<file path="src/rtl/pp_udiv_pkg.sv">
// pp_udiv_pkg
// Shared definitions for the iterative unsigned divider:
//   - udiv_state_t : divider FSM states (IDLE / CALC / DONE)
//   - UDIV_DIVIDEND_W / UDIV_DIVISOR_W / UDIV_CNT_W : default widths
//   - UDIV_DBZ_QUOT : quotient reported for a zero divisor (all ones)
package pp_udiv_pkg;

  typedef enum logic [1:0] {
    UDIV_IDLE = 2'd0,
    UDIV_CALC = 2'd1,
    UDIV_DONE = 2'd2
  } udiv_state_t;

  localparam int UDIV_DIVIDEND_W = 22;
  localparam int UDIV_DIVISOR_W  = 11;
  localparam int UDIV_CNT_W      = 5;

  localparam logic [UDIV_DIVIDEND_W-1:0] UDIV_DBZ_QUOT = '1;

endpackage

</file>
<file path="src/rtl/pp_pipeline_accel_udiv_22ns_11ns_seq_if.sv">
// pp_pipeline_accel_udiv_22ns_11ns_seq_if
// Operand/result handshake bundle of the divider.
//   in_valid/in_ready   : operand pair handshake (dividend, divisor)
//   out_valid/out_ready : result handshake (quotient, remainder)
// Modports:
//   master : producer/consumer side (drives operands and out_ready)
//   slave  : divider side (drives in_ready and the result)
interface pp_pipeline_accel_udiv_22ns_11ns_seq_if
  import pp_udiv_pkg::*;
#(
  parameter int DIVIDEND_W = UDIV_DIVIDEND_W,
  parameter int DIVISOR_W  = UDIV_DIVISOR_W
);
  logic                  in_valid;
  logic                  in_ready;
  logic [DIVIDEND_W-1:0] dividend;
  logic [DIVISOR_W-1:0]  divisor;
  logic                  out_valid;
  logic                  out_ready;
  logic [DIVIDEND_W-1:0] quotient;
  logic [DIVISOR_W-1:0]  remainder;

  modport master (
    output in_valid, dividend, divisor, out_ready,
    input  in_ready, out_valid, quotient, remainder
  );

  modport slave (
    input  in_valid, dividend, divisor, out_ready,
    output in_ready, out_valid, quotient, remainder
  );
endinterface

</file>
<file path="src/rtl/pp_udiv_step.sv">
// pp_udiv_step
// One restoring-division iteration, purely combinational.
//   r_in    : current partial remainder (always < divisor)
//   bit_in  : next dividend bit, MSB first
//   divisor : divisor
//   r_out   : next partial remainder
//   qbit    : quotient bit produced by this iteration
// The trial value T = {r_in, bit_in} is one bit wider than the divisor. The
// next remainder always fits in DIVISOR_W bits (it is either T when T < divisor,
// or T - divisor < divisor), so the subtraction is done modulo 2**DIVISOR_W.
module pp_udiv_step #(
  parameter int DIVISOR_W = 11
) (
  input  logic [DIVISOR_W-1:0] r_in,
  input  logic                 bit_in,
  input  logic [DIVISOR_W-1:0] divisor,
  output logic [DIVISOR_W-1:0] r_out,
  output logic                 qbit
);
  logic [DIVISOR_W:0] trial;

  assign trial = {r_in, bit_in};
  assign qbit  = (trial >= {1'b0, divisor});
  assign r_out = qbit ? (trial[DIVISOR_W-1:0] - divisor) : trial[DIVISOR_W-1:0];
endmodule

</file>
<file path="src/rtl/pp_pipeline_accel_udiv_22ns_11ns_seq.sv">
// pp_pipeline_accel_udiv_22ns_11ns_seq
// Iterative unsigned restoring divider: 22-bit dividend / 11-bit divisor ->
// 22-bit quotient and 11-bit remainder, one quotient bit per clock, MSB first.
// Ports:
//   clk         : clock, rising edge
//   rst_n       : asynchronous active-low reset
//   ce          : clock enable; low freezes all state (handshakes stall)
//   bus         : slave side of the operand/result handshake interface
//   div_by_zero : (only with PP_UDIV_DBZ_FLAG_EN) high in DONE when the
//                 latched divisor was zero
// Optional feature macro: PP_UDIV_DBZ_FLAG_EN.
// A zero divisor skips iteration and reports quotient = all ones,
// remainder = low DIVISOR_W bits of the dividend.
// CNT_W must satisfy 2**CNT_W > DIVIDEND_W.
module pp_pipeline_accel_udiv_22ns_11ns_seq
  import pp_udiv_pkg::*;
#(
  parameter int DIVIDEND_W = UDIV_DIVIDEND_W,
  parameter int DIVISOR_W  = UDIV_DIVISOR_W,
  parameter int CNT_W      = UDIV_CNT_W
) (
  input  logic clk,
  input  logic rst_n,
  input  logic ce,
`ifdef PP_UDIV_DBZ_FLAG_EN
  output logic div_by_zero,
`endif
  pp_pipeline_accel_udiv_22ns_11ns_seq_if.slave bus
);
  localparam logic [DIVIDEND_W-1:0] DBZ_QUOT = '1;
  localparam logic [CNT_W-1:0]      CNT_INIT = CNT_W'(DIVIDEND_W - 1);

  udiv_state_t state_q, state_d;

  logic [CNT_W-1:0]      cnt_q;
  logic [DIVIDEND_W-1:0] quo_q;
  logic [DIVISOR_W-1:0]  rem_q;
  logic [DIVIDEND_W-1:0] dvd_q;
  logic [DIVISOR_W-1:0]  dvs_q;

  logic                  in_ready;
  logic                  out_valid;
  logic                  load;
  logic                  step_en;
  logic [DIVISOR_W-1:0]  rem_nxt;
  logic                  qbit;

  // Next state and handshake outputs. ce gates every transition, so with
  // ce low state_d equals state_q and no handshake completes.
  always_comb begin
    state_d   = state_q;
    in_ready  = 1'b0;
    out_valid = 1'b0;
    load      = 1'b0;
    step_en   = 1'b0;
    case (state_q)
      UDIV_IDLE: begin
        in_ready = 1'b1;
        if (ce && bus.in_valid) begin
          load    = 1'b1;
          state_d = (bus.divisor == '0) ? UDIV_DONE : UDIV_CALC;
        end
      end
      UDIV_CALC: begin
        step_en = ce;
        if (ce && (cnt_q == '0)) begin
          state_d = UDIV_DONE;
        end
      end
      UDIV_DONE: begin
        out_valid = 1'b1;
        if (ce && bus.out_ready) begin
          state_d = UDIV_IDLE;
        end
      end
      default: begin
        state_d = UDIV_IDLE;
      end
    endcase
  end

  always_ff @(posedge clk or negedge rst_n) begin
    if (!rst_n) begin
      state_q <= UDIV_IDLE;
    end else begin
      state_q <= state_d;
    end
  end

  // Iteration datapath: the dividend shifts out MSB first while quotient bits
  // shift in at the LSB. The remainder register doubles as the partial
  // remainder R; its top bit is always zero so it is not stored.
  pp_udiv_step #(
    .DIVISOR_W (DIVISOR_W)
  ) u_step (
    .r_in    (rem_q),
    .bit_in  (dvd_q[DIVIDEND_W-1]),
    .divisor (dvs_q),
    .r_out   (rem_nxt),
    .qbit    (qbit)
  );

  always_ff @(posedge clk or negedge rst_n) begin
    if (!rst_n) begin
      cnt_q <= '0;
      quo_q <= '0;
      rem_q <= '0;
    end else if (load) begin
      cnt_q <= CNT_INIT;
      if (bus.divisor == '0) begin
        quo_q <= DBZ_QUOT;
        rem_q <= bus.dividend[DIVISOR_W-1:0];
      end else begin
        quo_q <= '0;
        rem_q <= '0;
      end
    end else if (step_en) begin
      quo_q <= {quo_q[DIVIDEND_W-2:0], qbit};
      rem_q <= rem_nxt;
      if (cnt_q != '0) begin
        cnt_q <= cnt_q - 1'b1;
      end
    end
  end

  // Operand registers carry no reset: they are always loaded before use.
  always_ff @(posedge clk) begin
    if (load) begin
      dvd_q <= bus.dividend;
      dvs_q <= bus.divisor;
    end else if (step_en) begin
      dvd_q <= {dvd_q[DIVIDEND_W-2:0], 1'b0};
    end
  end

`ifdef PP_UDIV_DBZ_FLAG_EN
  logic dbz_q;

  // A zero divisor goes straight from IDLE to DONE, so the flag is set on the
  // accepting edge and dropped on the edge that leaves DONE.
  always_ff @(posedge clk or negedge rst_n) begin
    if (!rst_n) begin
      dbz_q <= 1'b0;
    end else if (load) begin
      dbz_q <= (bus.divisor == '0);
    end else if ((state_q == UDIV_DONE) && (state_d != UDIV_DONE)) begin
      dbz_q <= 1'b0;
    end
  end

  assign div_by_zero = dbz_q;
`endif

  assign bus.in_ready  = in_ready;
  assign bus.out_valid = out_valid;
  assign bus.quotient  = quo_q;
  assign bus.remainder = rem_q;

endmodule

</file>
<file path="src/flat_wrapper.sv">
// flat-port wrapper written by rule: the top's interface ports become plain ports
module pp_pipeline_accel_udiv_22ns_11ns_seq_flat import pp_udiv_pkg::*;
#(
  parameter int DIVIDEND_W = UDIV_DIVIDEND_W,
  parameter int DIVISOR_W  = UDIV_DIVISOR_W,
  parameter int CNT_W      = UDIV_CNT_W
)
  (clk, rst_n, ce, bus_in_valid, bus_dividend, bus_divisor, bus_out_ready, bus_in_ready, bus_out_valid, bus_quotient, bus_remainder);
  pp_pipeline_accel_udiv_22ns_11ns_seq_if #(.DIVIDEND_W(DIVIDEND_W), .DIVISOR_W(DIVISOR_W)) bus_i ();
  input  logic clk;
  input  logic rst_n;
  input  logic ce;
  input wire logic [$bits(bus_i.in_valid)-1:0] bus_in_valid;
  input wire logic [$bits(bus_i.dividend)-1:0] bus_dividend;
  input wire logic [$bits(bus_i.divisor)-1:0] bus_divisor;
  input wire logic [$bits(bus_i.out_ready)-1:0] bus_out_ready;
  output wire logic [$bits(bus_i.in_ready)-1:0] bus_in_ready;
  output wire logic [$bits(bus_i.out_valid)-1:0] bus_out_valid;
  output wire logic [$bits(bus_i.quotient)-1:0] bus_quotient;
  output wire logic [$bits(bus_i.remainder)-1:0] bus_remainder;
  assign bus_i.in_valid = bus_in_valid;
  assign bus_i.dividend = bus_dividend;
  assign bus_i.divisor = bus_divisor;
  assign bus_i.out_ready = bus_out_ready;
  assign bus_in_ready = bus_i.in_ready;
  assign bus_out_valid = bus_i.out_valid;
  assign bus_quotient = bus_i.quotient;
  assign bus_remainder = bus_i.remainder;
  pp_pipeline_accel_udiv_22ns_11ns_seq #(.DIVIDEND_W(DIVIDEND_W), .DIVISOR_W(DIVISOR_W), .CNT_W(CNT_W)) u_core (.clk(clk), .rst_n(rst_n), .ce(ce), .bus(bus_i));
endmodule
</file>
<file path="config.mk">
export PLATFORM = sky130hd
export DESIGN_NAME = pp_pipeline_accel_udiv_22ns_11ns_seq_flat
export DESIGN_NICKNAME = d
export VERILOG_FILES = /design/src/rtl/pp_udiv_pkg.sv /design/src/rtl/pp_pipeline_accel_udiv_22ns_11ns_seq_if.sv /design/src/rtl/pp_udiv_step.sv /design/src/rtl/pp_pipeline_accel_udiv_22ns_11ns_seq.sv /design/src/flat_wrapper.sv
export SDC_FILE = /design/constraint.sdc
export NUM_CORES = 1
export LEC_CHECK = 0
export CAP_MARGIN = 10
export CORE_MARGIN = 4
export CORE_UTILIZATION = 48
export DETAILED_ROUTE_END_ITERATION = 10
export GPL_ROUTABILITY_DRIVEN = 0
export PLACE_DENSITY = 0.78
export SLEW_MARGIN = 20
export SYNTH_ARGS = -nofsm -noshare
export SYNTH_HDL_FRONTEND = slang
export SYNTH_HIERARCHICAL = 1
export SYNTH_SLANG_ARGS = --single-unit
</file>
<file path="constraint.sdc">
create_clock -name clk -period 2.3 [get_ports clk]
set_input_delay 0.46 -clock clk [delete_from_list [all_inputs] [get_ports clk]]
set_output_delay 0.46 -clock clk [all_outputs]
set_load 0.02 [all_outputs]
</file>
==> qor.csv, run 1 <==
stage;metric;value;unit
die;num rows;33;
layout;diode count;0;
flow_run;max-cap viol count;0;
timing;Max Clock Skew;0.0100;ns
power;Power Density;1280;nW/µm²
yosys;Mapped Cells;397;
clock_tree;CTS sink count;73;
setup_path;Worst Path Arrival;2.56;ns
yosys;Post-synth EDFFs;33;
setup_path;Crit Path Category;reg2reg;
routing;post-detailed-route via-to-cell ratio;5.53;
yosys;Post-synth top flop;dfrtp_1;
yosys;Synth Area per Inst;10.1;µm²
clock_tree;Num CTS Buffers;9;
timing;Hold Fails Final Rpt;0;
timing;Fmax achieved;430;MHz
layout;Post-Layout Cell Count;599;
timing;final max-slew violation count;0;
timing;Final Cycle Share;1.01;
layout;share of layout cells above drive strength 1;0.198;
die;Die Y;99.4;µm
yosys;ranking of synthesized cells by area;dfrtp_1, edfxtp_1, nand2_1, a31oi_2, ha_1;
grt;pin count of the biggest net entering global routing;31;
power;Reg power frac;0.323;
setup_path;Worst EP required;2.53;ns
setup_path;Setup crit end kind;register;
timing;hold_ws;0.0406;ns
grt;global-route wire length before repair;15.9;mm
clock_tree;Clock Path Buffers;2;
clock_tree;CTS tree;done;
power;Int Pwr;3.94;mW
setup_path;Worst Path Max Fanout;3;
routing;DRC Markers;0;
layout;Layout area overhead;30.9;%
place;placed insts;579;
grt;initial antenna violation count;0;
clock_tree;Worst-Skew Late Latency;0.35;ns
clock_tree;Clock Tree Root;clkbuf_8;
yosys;Netlist cell types;55;
clock_tree;Clock transition at path regs;0.09;ns
die;die area;9890;µm²
power;peak supply drop;0.731;mV
run_status;failing checks;setup timing;
power;combinational group share of total power;0.535;
timing;worst-margin pin slew;0.552;ns
power;clock share of power;0.142;
yosys;synth warn;6;
die;Die W;99.4;µm
grt;vias in the first global route;3312;
setup_path;Startpoint Class;register;
yosys;top cell type's share of synthesized area;0.249;
power;sw power;2.78;mW
routing;DR WL/cell;15.9;µm
yosys;leading area contributor after synthesis;dfrtp_1;
worst_hold_path;min-delay worst type;in2async;
routing;DR pass1 iterations;4;
timing;Slew headroom;0.627;
run_status;status;finished, violations left;
yosys;sequential share of the synthesized area;0.496;
yosys;Mapped Nets;448;
clock_tree;post-cts hold buffer count;0;
grt;Overflow after GRT;0;
yosys;Async SR Flop Fraction;0.548;
die;Ports;73;
power;P_leak;2.28;nW
yosys;Cell Area, Synth;4010;µm²
timing;RSZ-0062 raised after global routing;true;
routing;Post-Route WL;9.50;mm
place;HPWL Detailed;6.88;mm
routing;DRT iter0 DRCs;133;
routing;DRT antenna net count;0;
timing;Final setup viols;1;
power;post-route total power;6.71;mW
timing;final setup margin;-0.0274;ns
die;core outline area;8180;µm²
place;# port buffers;72;
layout;Layout Nets;540;
power;switching share of power;0.414;
die;Initial Utilization;0.491;
yosys;Synth Register Bits;73;
clock_tree;H-tree levels;3;
routing;via count;3312;
timing;shortest period the worst path allows;2.33;ns
grt;GRT Total Usage;0.202;
[layout make-up]
class	instances	area, µm²
fillers	679	2920
repair buffers	105	1000
flip-flops and latches	73	1990
well taps	105	131
multi-input cells	279	1860
inverters	21	78.8
clock buffers	9	124
clock inverters	7	62.6
[metrics by stage]
stage | setup TNS, ns | util | setup slack [ns] | cell area, µm²
after global placement | -0.455 | 0.608 | -0.0625 | 4970
after floorplan | 0 | - | 0.00943 | 4010
after global routing | -1.39 | 0.642 | -0.176 | 5250
final | -0.0274 | 0.642 | -0.0274 | 5250
after CTS | -0.0988 | 0.634 | -0.0211 | 5190
after detailed placement | -1.70 | 0.608 | -0.186 | 4970
[sequential cells by signal (all words and copies together), names as in the netlist]
| register | count |
|---|---|
| u_core/dvd_q | 22 |
| u_core/state_q | 2 |
| u_core/cnt_q | 5 |
| u_core/bus.remainder | 11 |
| u_core/bus.quotient | 22 |
| u_core/dvs_q | 11 |
[cell usage in the layout, fill, tap and decap left out, types with 4 or more instances in the layout]
master / Yosys / layout
nand2_1: 110 / 105
clkdlybuf4s50_1: 0 / 71
dfrtp_1: 40 / 39
edfxtp_1: 33 / 33
a21oi_1: 29 / 29
buf_4: 3 / 28
inv_1: 20 / 20
a31oi_2: 19 / 19
mux2i_1: 12 / 12
o22ai_1: 11 / 11
ha_1: 12 / 11
clkbuf_8: 0 / 9
o21ai_2: 8 / 8
nor2_1: 6 / 6
nor2b_1: 5 / 5
a31oi_1: 5 / 5
clkinv_4: 0 / 4
nand3_1: 4 / 4
o21ai_0: 4 / 4
nand4_1: 4 / 4
xor2_1: 4 / 4
nand2_2: 0 / 4
[final timing paths]
check / cells past startpoint / slack [ns] / end / from
max: 11 / -0.03 / u_core/bus.remainder[10] / u_core/dvd_q[21]
min: 1 / 0.04 / u_core/bus.remainder[10] / rst_n
max reg2reg: 11 / -0.03 / u_core/bus.remainder[10] / u_core/dvd_q[21]
min reg2reg: 2 / 0.53 / u_core/dvd_q[1] / u_core/dvd_q[0]
max in group asynchronous: 2 / 1.69 / u_core/bus.quotient[15] / rst_n
min in group clk: 2 / 0.53 / u_core/dvd_q[1] / u_core/dvd_q[0]
[cells by family after synthesis]
| family | share of synthesized area |
|---|---|
| multiplexers | 0.0299 |
| adder cells (fa/ha/maj) | 0.0424 |
| buffers and inverters | 0.0580 |
| AND/OR/NAND/NOR | 0.168 |
| flip-flops | 0.496 |
| AO/OA/AOI/OAI | 0.192 |
| XOR/XNOR | 0.0131 |
[layer usage]
metal	vias to the layer above	track usage	routed length [µm]
met2	119	0.315	4510
met5	-	0	0
met4	0	0.0767	193
met1	1575	0.267	4160
met3	19	0.0596	637
li1	1599	-	-
[power by group through the flow]
stage	clock, mW	sequential, mW	combinational (mW)
6_report	0.953	2.17	3.59
5_1_grt	1.04	2.23	3.92
4_1_cts	0.982	2.16	3.50
3_5_place_dp	0	2.17	3.44
3_3_place_gp	0	2.17	3.33
2_1_floorplan	0	2.45	1.91
[cell usage after synthesis (2+ instances only)]
| cell type | number |
|---|---|
| nand4_1 | 4 |
| nand3_1 | 4 |
| and3_1 | 2 |
| clkbuf_1 | 4 |
| buf_2 | 12 |
| a31oi_2 | 19 |
| inv_1 | 20 |
| nand2_1 | 110 |
| a21oi_1 | 29 |
| o21ai_0 | 4 |
| a21o_1 | 2 |
| o41ai_1 | 2 |
| o21ai_1 | 2 |
| nor4_2 | 2 |
| nor3_1 | 3 |
| xor2_1 | 4 |
| ha_1 | 12 |
| nor2b_1 | 5 |
| xnor2_1 | 2 |
| o21ai_2 | 8 |
| nand2b_1 | 3 |
| a31oi_1 | 5 |
| o31ai_1 | 2 |
| edfxtp_1 | 33 |
| mux2i_1 | 12 |
| o22ai_1 | 11 |
| buf_6 | 5 |
| nor2_1 | 6 |
| o211ai_1 | 2 |
| a311oi_1 | 2 |
| dfrtp_1 | 40 |
| buf_4 | 3 |
[timing repair]
action / in CTS / in global routing
buffers inserted: 2 / 1
endpoints found under the hold margin: 0 / 0
gates resized for setup: 4 / 10
pin swaps: 5 / 10
setup endpoints to repair: 12 / 12
gates cloned: 1 / 0
[critical path: stages (launching register included)]
cell,delay (ns)
edfxtp_1,0.35
inv_1,0.05
ha_2,0.19
fa_2,0.35
and2b_1,0.23
o21ai_2,0.08
a311oi_4,0.30
nor2b_1,0.11
o211ai_1,0.19
nand4_1,0.10
mux2i_1,0.16
o22ai_1,0.10
Note: power is estimated with default switching activity, not from simulation.
==> run 2, diff against run 1 <==
--- a/config.mk
+++ b/config.mk
@@ -6,6 +6,7 @@
 export NUM_CORES = 1
 export LEC_CHECK = 0
 export CAP_MARGIN = 10
+export CORE_ASPECT_RATIO = 0.7
 export CORE_MARGIN = 4
 export CORE_UTILIZATION = 48
 export DETAILED_ROUTE_END_ITERATION = 10
==> run 2 against run 1 <==
Net effect: the flow still finishes with violations (setup timing); sequential share of layout area is 0.65 points lower; register-to-register slack got worse by 0.02 ns; worst hold slack improved by 0.083 ns; worst setup slack got worse by 0.017 ns; design area up 1.7%; largest cell class unchanged; clock skew is 0.0023 ns lower; highest routed layer unchanged; count of clock-buffer cells in the layout increased by 2; non-clock buffer count down 2.
==> qor.csv, run 2 (synthesis gave the netlist of run 1 again) <==
stage;metric;value;unit;change
run_status;status;finished, violations left;;
run_status;failing checks;setup timing;;
die;die area;9910;µm²;+0.24%
place;placed cell area;4940;µm²;-0.60%
timing;RSZ-0062 raised after global routing;true;;
flow_run;max-cap viol count;0;;unchanged
routing;post-detailed-route via-to-cell ratio;5.63;;+1.9%
timing;Hold Fails Final Rpt;0;;unchanged
setup_path;Worst Path Max Fanout;5;;+2
die;Die Y;84.5;µm;-15%
grt;met2 Track Usage GR;0.304;;-0.0107
grt;pin count of the biggest net entering global routing;34;;+9.7%
layout;most frequent cells in the layout;nand2_1, clkdlybuf4s50_1, dfrtp_1, edfxtp_1, a21oi_1;;
routing;DRC Markers;0;;unchanged
setup_path;crit path cell chain;inv_1, ha_2, fa_2, and2b_1, o21ai_2, a311oi_2, buf_4, o2bb2ai_4, buf_4, nand2_1, o31ai_2, mux2i_1, o22ai_1;;
clock_tree;Worst-Skew Late Latency;0.33;ns;-0.02 ns
clock_tree;Clock transition at path regs;0.06;ns;-0.03 ns
layout;Layout area overhead;33.2;%;
die;Die W;117;µm;+18%
timing;Max Clock Skew;0.00776;ns;-0.00226 ns
clock_tree;Num CTS Buffers;9;;unchanged
die;num rows;27;;-18%
power;Power Density;1340;nW/µm²;+4.7%
timing;final setup margin;-0.0449;ns;-0.0175 ns
layout;Layout Nets;538;;-0.37%
timing;shortest period the worst path allows;2.34;ns;+0.0175 ns
timing;Final Cycle Share;1.02;;+0.00760
timing;Final setup viols;11;;+10
timing;Slew headroom;0.550;;-0.0767
die;Ports;73;;unchanged
setup_path;max incr delay on CP;0.34;ns;about the same
timing;hold_ws;0.123;ns;+0.0826 ns
clock_tree;CTS sink count;73;;unchanged
power;switching share of power;0.396;;-0.0177
setup_path;Reg2Reg Depth;13;;+2
timing;final max-slew violation count;0;;unchanged
place;# port buffers;72;;unchanged
setup_path;Worst Path Arrival;2.55;ns;about the same
power;Reg power frac;0.304;;-0.019
setup_path;Crit Path Category;reg2reg;;
timing;worst-margin pin slew;0.665;ns;+0.113 ns
timing;Fmax achieved;426;MHz;-0.75%
routing;DR pass1 iterations;5;;+1
die;core outline area;8010;µm²;-2.1%
setup_path;Critical Path Most Common Cell;buf_4;;
place;post-placement worst setup slack;-0.207;ns;-0.0215 ns
layout;Util after Layout;0.667;;+0.0250
routing;via count;3340;;+0.85%
setup_path;Worst EP required;2.50;ns;-0.03 ns
place;placed insts;570;;-1.6%
setup_path;Startpoint Class;register;;
power;combinational group share of total power;0.513;;-0.022
place;HPWL Detailed;6.95;mm;+1.1%
power;clock share of power;0.183;;+0.041
grt;GRT Total Usage;0.208;;+0.00594
power;P_leak;2.31;nW;+1.6%
power;post-route total power;7.15;mW;+6.5%
grt;initial antenna violation count;0;;unchanged
layout;Fill cells;649;;-4.4%
clock_tree;Clock Tree Root;clkbuf_16;;
clock_tree;CTS tree;done;;
layout;area of the multi-input gates;1860;µm²;-0.13%
setup_path;slowest cell on the critical path;edfxtp_1;;
grt;vias in the first global route;3290;;-0.66%
clock_tree;H-tree levels;3;;unchanged
die;Initial Utilization;0.501;;+0.0104
grt;met3 usage;0.0540;;-0.00557
power;Int Pwr;4.32;mW;+9.7%
clock_tree;Clock Path Buffers;2;;unchanged
setup_path;Setup crit end kind;register;;
routing;DRT antenna net count;0;;unchanged
worst_hold_path;min-delay worst type;in2async;;
layout;most common cell after layout, fill and taps aside;nand2_1;;
grt;global-route wire length before repair;16.3;mm;+2.8%
power;sw power;2.83;mW;+1.9%
layout;share of layout cells above drive strength 1;0.201;;+0.00284
grt;GR peak layer;met1;;
timing;setup TNS;-0.202;ns;-0.175 ns
routing;DR WL/cell;16.9;µm;+6.4%
layout;Reg area;1990;µm²;unchanged
layout;post-route cell area;5340;µm²;+1.7%
power;peak supply drop;0.737;mV;+0.85%
clock_tree;post-cts hold buffer count;0;;unchanged
layout;diode count;0;;unchanged
routing;Post-Route WL;10.0;mm;+5.4%
routing;DRT iter0 DRCs;260;;+95%
layout;Post-Layout Cell Count;593;;-1.0%
grt;Overflow after GRT;0;;unchanged
grt;GRT met1 Usage;0.310;;+0.0427
-- run 2: per-layer routing --
layer / vias to the layer above / wire length [µm]
met4: 0 / 86
met1: 1617 / 4880
met2: 110 / 4460
met3: 13 / 584
met5: - / 0
li1: 1600 / -
-- run 2: final timing paths --
path	from	end	slack, ns
setup / recovery	u_core/dvd_q[21]	u_core/bus.remainder[4]	-0.04
hold / removal	rst_n	u_core/bus.remainder[8]	0.12
setup reg to reg	u_core/dvd_q[21]	u_core/bus.remainder[4]	-0.04
hold reg to reg	u_core/dvd_q[14]	u_core/dvd_q[15]	0.52
max in group asynchronous	rst_n	u_core/bus.quotient[2]	1.60
min in group clk	u_core/dvd_q[14]	u_core/dvd_q[15]	0.52
-- run 2: worst max-delay path, delay by kind of cell (launching register included) --
kind	cells	cell delay [ns]
fa+ha+maj	2	0.53
simple gates	2	0.32
compound gates	5	0.52
flops	1	0.34
buf+inv	3	0.37
mux	1	0.14
-- run 2: power by group through the flow --
stage	Combinational, mW	Clock [mW]	Sequential, mW
floorplan	1.91	0	2.45
global placement	3.26	0	2.17
detailed placement	3.38	0	2.17
CTS	3.51	1.34	2.17
global route	3.96	1.41	2.22
finish	3.67	1.31	2.17
-- run 2: cell type report --
| class | instances | share of cell area |
|---|---|---|
| clock buffers | 11 | 0.0454 |
| repair buffers | 103 | 0.188 |
| multi-input cells | 279 | 0.348 |
| flip-flops and latches | 73 | 0.373 |
| inverters | 21 | 0.0148 |
| well taps | 101 | 0.0236 |
| clock inverters | 5 | 0.00702 |
-- run 2: timing repair --
item | in CTS | in global routing
gates resized for setup | 7 | 12
pin swaps | 4 | 6
setup endpoints to repair | 12 | 12
buffers inserted | 3 | 2
cloned | 2 | 0
==> run 3, diff against run 2 <==
--- a/config.mk
+++ b/config.mk
@@ -8,10 +8,10 @@
 export CAP_MARGIN = 10
 export CORE_ASPECT_RATIO = 0.7
 export CORE_MARGIN = 4
-export CORE_UTILIZATION = 48
+export CORE_UTILIZATION = 40
 export DETAILED_ROUTE_END_ITERATION = 10
 export GPL_ROUTABILITY_DRIVEN = 0
-export PLACE_DENSITY = 0.78
+export PLACE_DENSITY = 0.65
 export SLEW_MARGIN = 20
 export SYNTH_ARGS = -nofsm -noshare
 export SYNTH_HDL_FRONTEND = slang
==> constraint.sdc (replaced) <==
create_clock -name clk -period 2.7 [get_ports clk]
set_input_delay 0.54 -clock clk [delete_from_list [all_inputs] [get_ports clk]]
set_output_delay 0.54 -clock clk [all_outputs]
set_load 0.02 [all_outputs]
==> run 3 against run 2 <==
Net effect: the run now ends clean; fmax is 9.4% lower; largest cell class unchanged; critical path type unchanged; via count down 4.1%; register-to-register slack better by 0.16 ns; global-route usage is 3.9 points lower; wire length is 2.8% lower; largest power group unchanged; count of clock-buffer cells in the layout unchanged; clock power fell by 19%.
==> qor.csv, run 3 (synthesis gave the netlist of run 1 again) <==
stage;metric;value;unit;change
run_status;status;complete, no violations;;
routing;post-detailed-route via-to-cell ratio;5.32;;-5.5%
setup_path;Worst EP required;2.91;ns;+0.41 ns
clock_tree;CTS tree;done;;
grt;Overflow after GRT;0;;unchanged
power;post-route total power;5.72;mW;-20%
layout;diode count;0;;unchanged
power;Reg power frac;0.322;;+0.018
clock_tree;H-tree levels;3;;unchanged
timing;Final Cycle Share;0.959;;-0.0608
flow_run;max-cap viol count;0;;unchanged
routing;via count;3204;;-4.1%
power;Int Pwr;3.44;mW;-20%
die;core outline area;9720;µm²;+21%
power;clock share of power;0.185;;+0.002
die;Initial Utilization;0.413;;-0.0884
grt;global-route wire length before repair;15.9;mm;-2.7%
timing;Slew headroom;0.373;;-0.177
layout;Layout area overhead;28.3;%;
place;# port buffers;72;;unchanged
clock_tree;Clock Path Buffers;2;;unchanged
timing;final setup margin;0.112;ns;+0.156 ns
timing;final max-slew violation count;0;;unchanged
power;peak supply drop;0.558;mV;-24%
grt;vias in the first global route;3169;;-3.7%
clock_tree;Clock transition at path regs;0.06;ns;about the same
die;Die Y;91.8;µm;+8.6%
place;HPWL Detailed;6.62;mm;-4.8%
timing;worst-margin pin slew;0.940;ns;+0.275 ns
routing;DRT iter0 DRCs;267;;+2.7%
grt;initial antenna violation count;0;;unchanged
clock_tree;CTS sink count;73;;unchanged
layout;most common cell after layout, fill and taps aside;nand2_1;;
power;switching share of power;0.398;;+0.00238
routing;DR WL/cell;16.2;µm;-4.3%
setup_path;Setup crit end kind;register;;
die;Ports;73;;unchanged
clock_tree;Worst-Skew Late Latency;0.33;ns;about the same
routing;DRC Markers;0;;unchanged
clock_tree;Num CTS Buffers;9;;unchanged
power;Power Density;1110;nW/µm²;-17%
place;post-placement worst setup slack;-0.00528;ns;+0.202 ns
setup_path;Startpoint Class;register;;
setup_path;Worst Path Arrival;2.80;ns;+0.25 ns
timing;Hold Fails Final Rpt;0;;unchanged
timing;RSZ-0062 raised after global routing;false;;
setup_path;Worst Path Max Fanout;10;;+5
layout;share of layout cells above drive strength 1;0.133;;-0.0683
clock_tree;Clock Tree Root;clkbuf_16;;
timing;shortest period the worst path allows;2.59;ns;+0.244 ns
worst_hold_path;min-delay worst type;in2async;;
timing;Max Clock Skew;0.00553;ns;-0.00224 ns
grt;GRT Total Usage;0.169;;-0.0387
die;Die W;128;µm;+8.9%
power;combinational group share of total power;0.493;;-0.020
routing;DR pass1 iterations;4;;-1
timing;Fmax achieved;386;MHz;-9.4%
layout;Layout Nets;520;;-3.3%
layout;most frequent cells in the layout;nand2_1, clkdlybuf4s50_1, dfrtp_1, edfxtp_1, a21oi_1;;
layout;post-route cell area;5150;µm²;-3.6%
clock_tree;post-cts hold buffer count;0;;unchanged
setup_path;Crit Path Category;reg2reg;;
power;sw power;2.28;mW;-19%
routing;Post-Route WL;9.73;mm;-2.8%
place;placed cell area;4860;µm²;-1.7%
power;P_leak;2.20;nW;-4.8%
die;num rows;30;;+11%
routing;DRT antenna net count;0;;unchanged
grt;pin count of the biggest net entering global routing;47;;+38%
die;die area;11700;µm²;+18%
timing;Final setup viols;0;;-11
[run 3: changes by cell type in the layout (fill, tap and decap cells not counted), sizes merged]
cell,previous run,this run
o2bb2ai,1,2
clkinv,1,5
clkinvlp,1,0
inv,24,21
buf,32,13
[run 3: per-layer routing]
metal	share of wire	GRT usage	vias up
met4	0.0070	0.0371	0
met2	0.43	0.249	103
li1	-	-	1564
met3	0.067	0.0600	8
met1	0.50	0.241	1529
met5	0	0	-
[run 3: area by class of cell]
class / count / area, µm²
timing repair buffer: 84 / 831
clock buffer: 11 / 233
sequential: 73 / 1990
fill: 861 / 4570
tap: 128 / 160
clock inverter: 5 / 22.5
multi-input combinational: 280 / 1830
inverter: 21 / 78.8
[run 3: final timing paths]
check	from	to	slack [ns]	cells past startpoint
max	u_core/dvd_q[21]	u_core/bus.remainder[4]	0.11	11
min	rst_n	u_core/bus.remainder[8]	0.33	1
max reg2reg	u_core/dvd_q[21]	u_core/bus.remainder[4]	0.11	11
min reg2reg	u_core/dvd_q[7]	u_core/dvd_q[8]	0.51	2
max in group asynchronous	rst_n	u_core/bus.remainder[0]	1.76	1
min in group clk	u_core/dvd_q[7]	u_core/dvd_q[8]	0.51	2
[run 3: power by group through the flow]
stage / Clock (mW) / Sequential, mW / Combinational [mW]
floorplan: 0 / 2.08 / 1.62
global placement: 0 / 1.85 / 2.66
detailed placement: 0 / 1.86 / 2.73
CTS: 1.09 / 1.84 / 2.77
global route: 1.13 / 1.90 / 3.08
finish: 1.06 / 1.84 / 2.82
[run 3: critical path, cell delays in order, from the launching register on]
cell and delay, ns:
edfxtp_1 0.36, inv_1 0.05, ha_1 0.22, fa_1 0.41, and2b_1 0.25, o21ai_2 0.08
a311oi_4 0.37, o2bb2ai_2 0.29, nand2_1 0.13, o31ai_1 0.07, mux2i_1 0.13, o22ai_1 0.09
[run 3: repair_timing]
| action | 4_1_cts | 5_1_grt |
|---|---|---|
| gates resized for setup | 1 | 1 |
| buffers inserted | 0 | 0 |
| endpoints found under the setup margin | 6 | 11 |
| pin swaps | 0 | 2 |
| cloned | 0 | 1 |
[run 3: stage by stage]
step | utilization | hold slack [ns] | setup TNS, ns | std cells
detailed placement | 0.499 | 0.503 | -0.00528 | 585
global placement | 0.499 | 0.498 | 0 | 585
global route | 0.530 | 0.421 | 0 | 602
CTS | 0.527 | 0.379 | 0 | 601
floorplan | - | 0.244 | 0 | 397
finish | 0.530 | 0.326 | 0 | 602
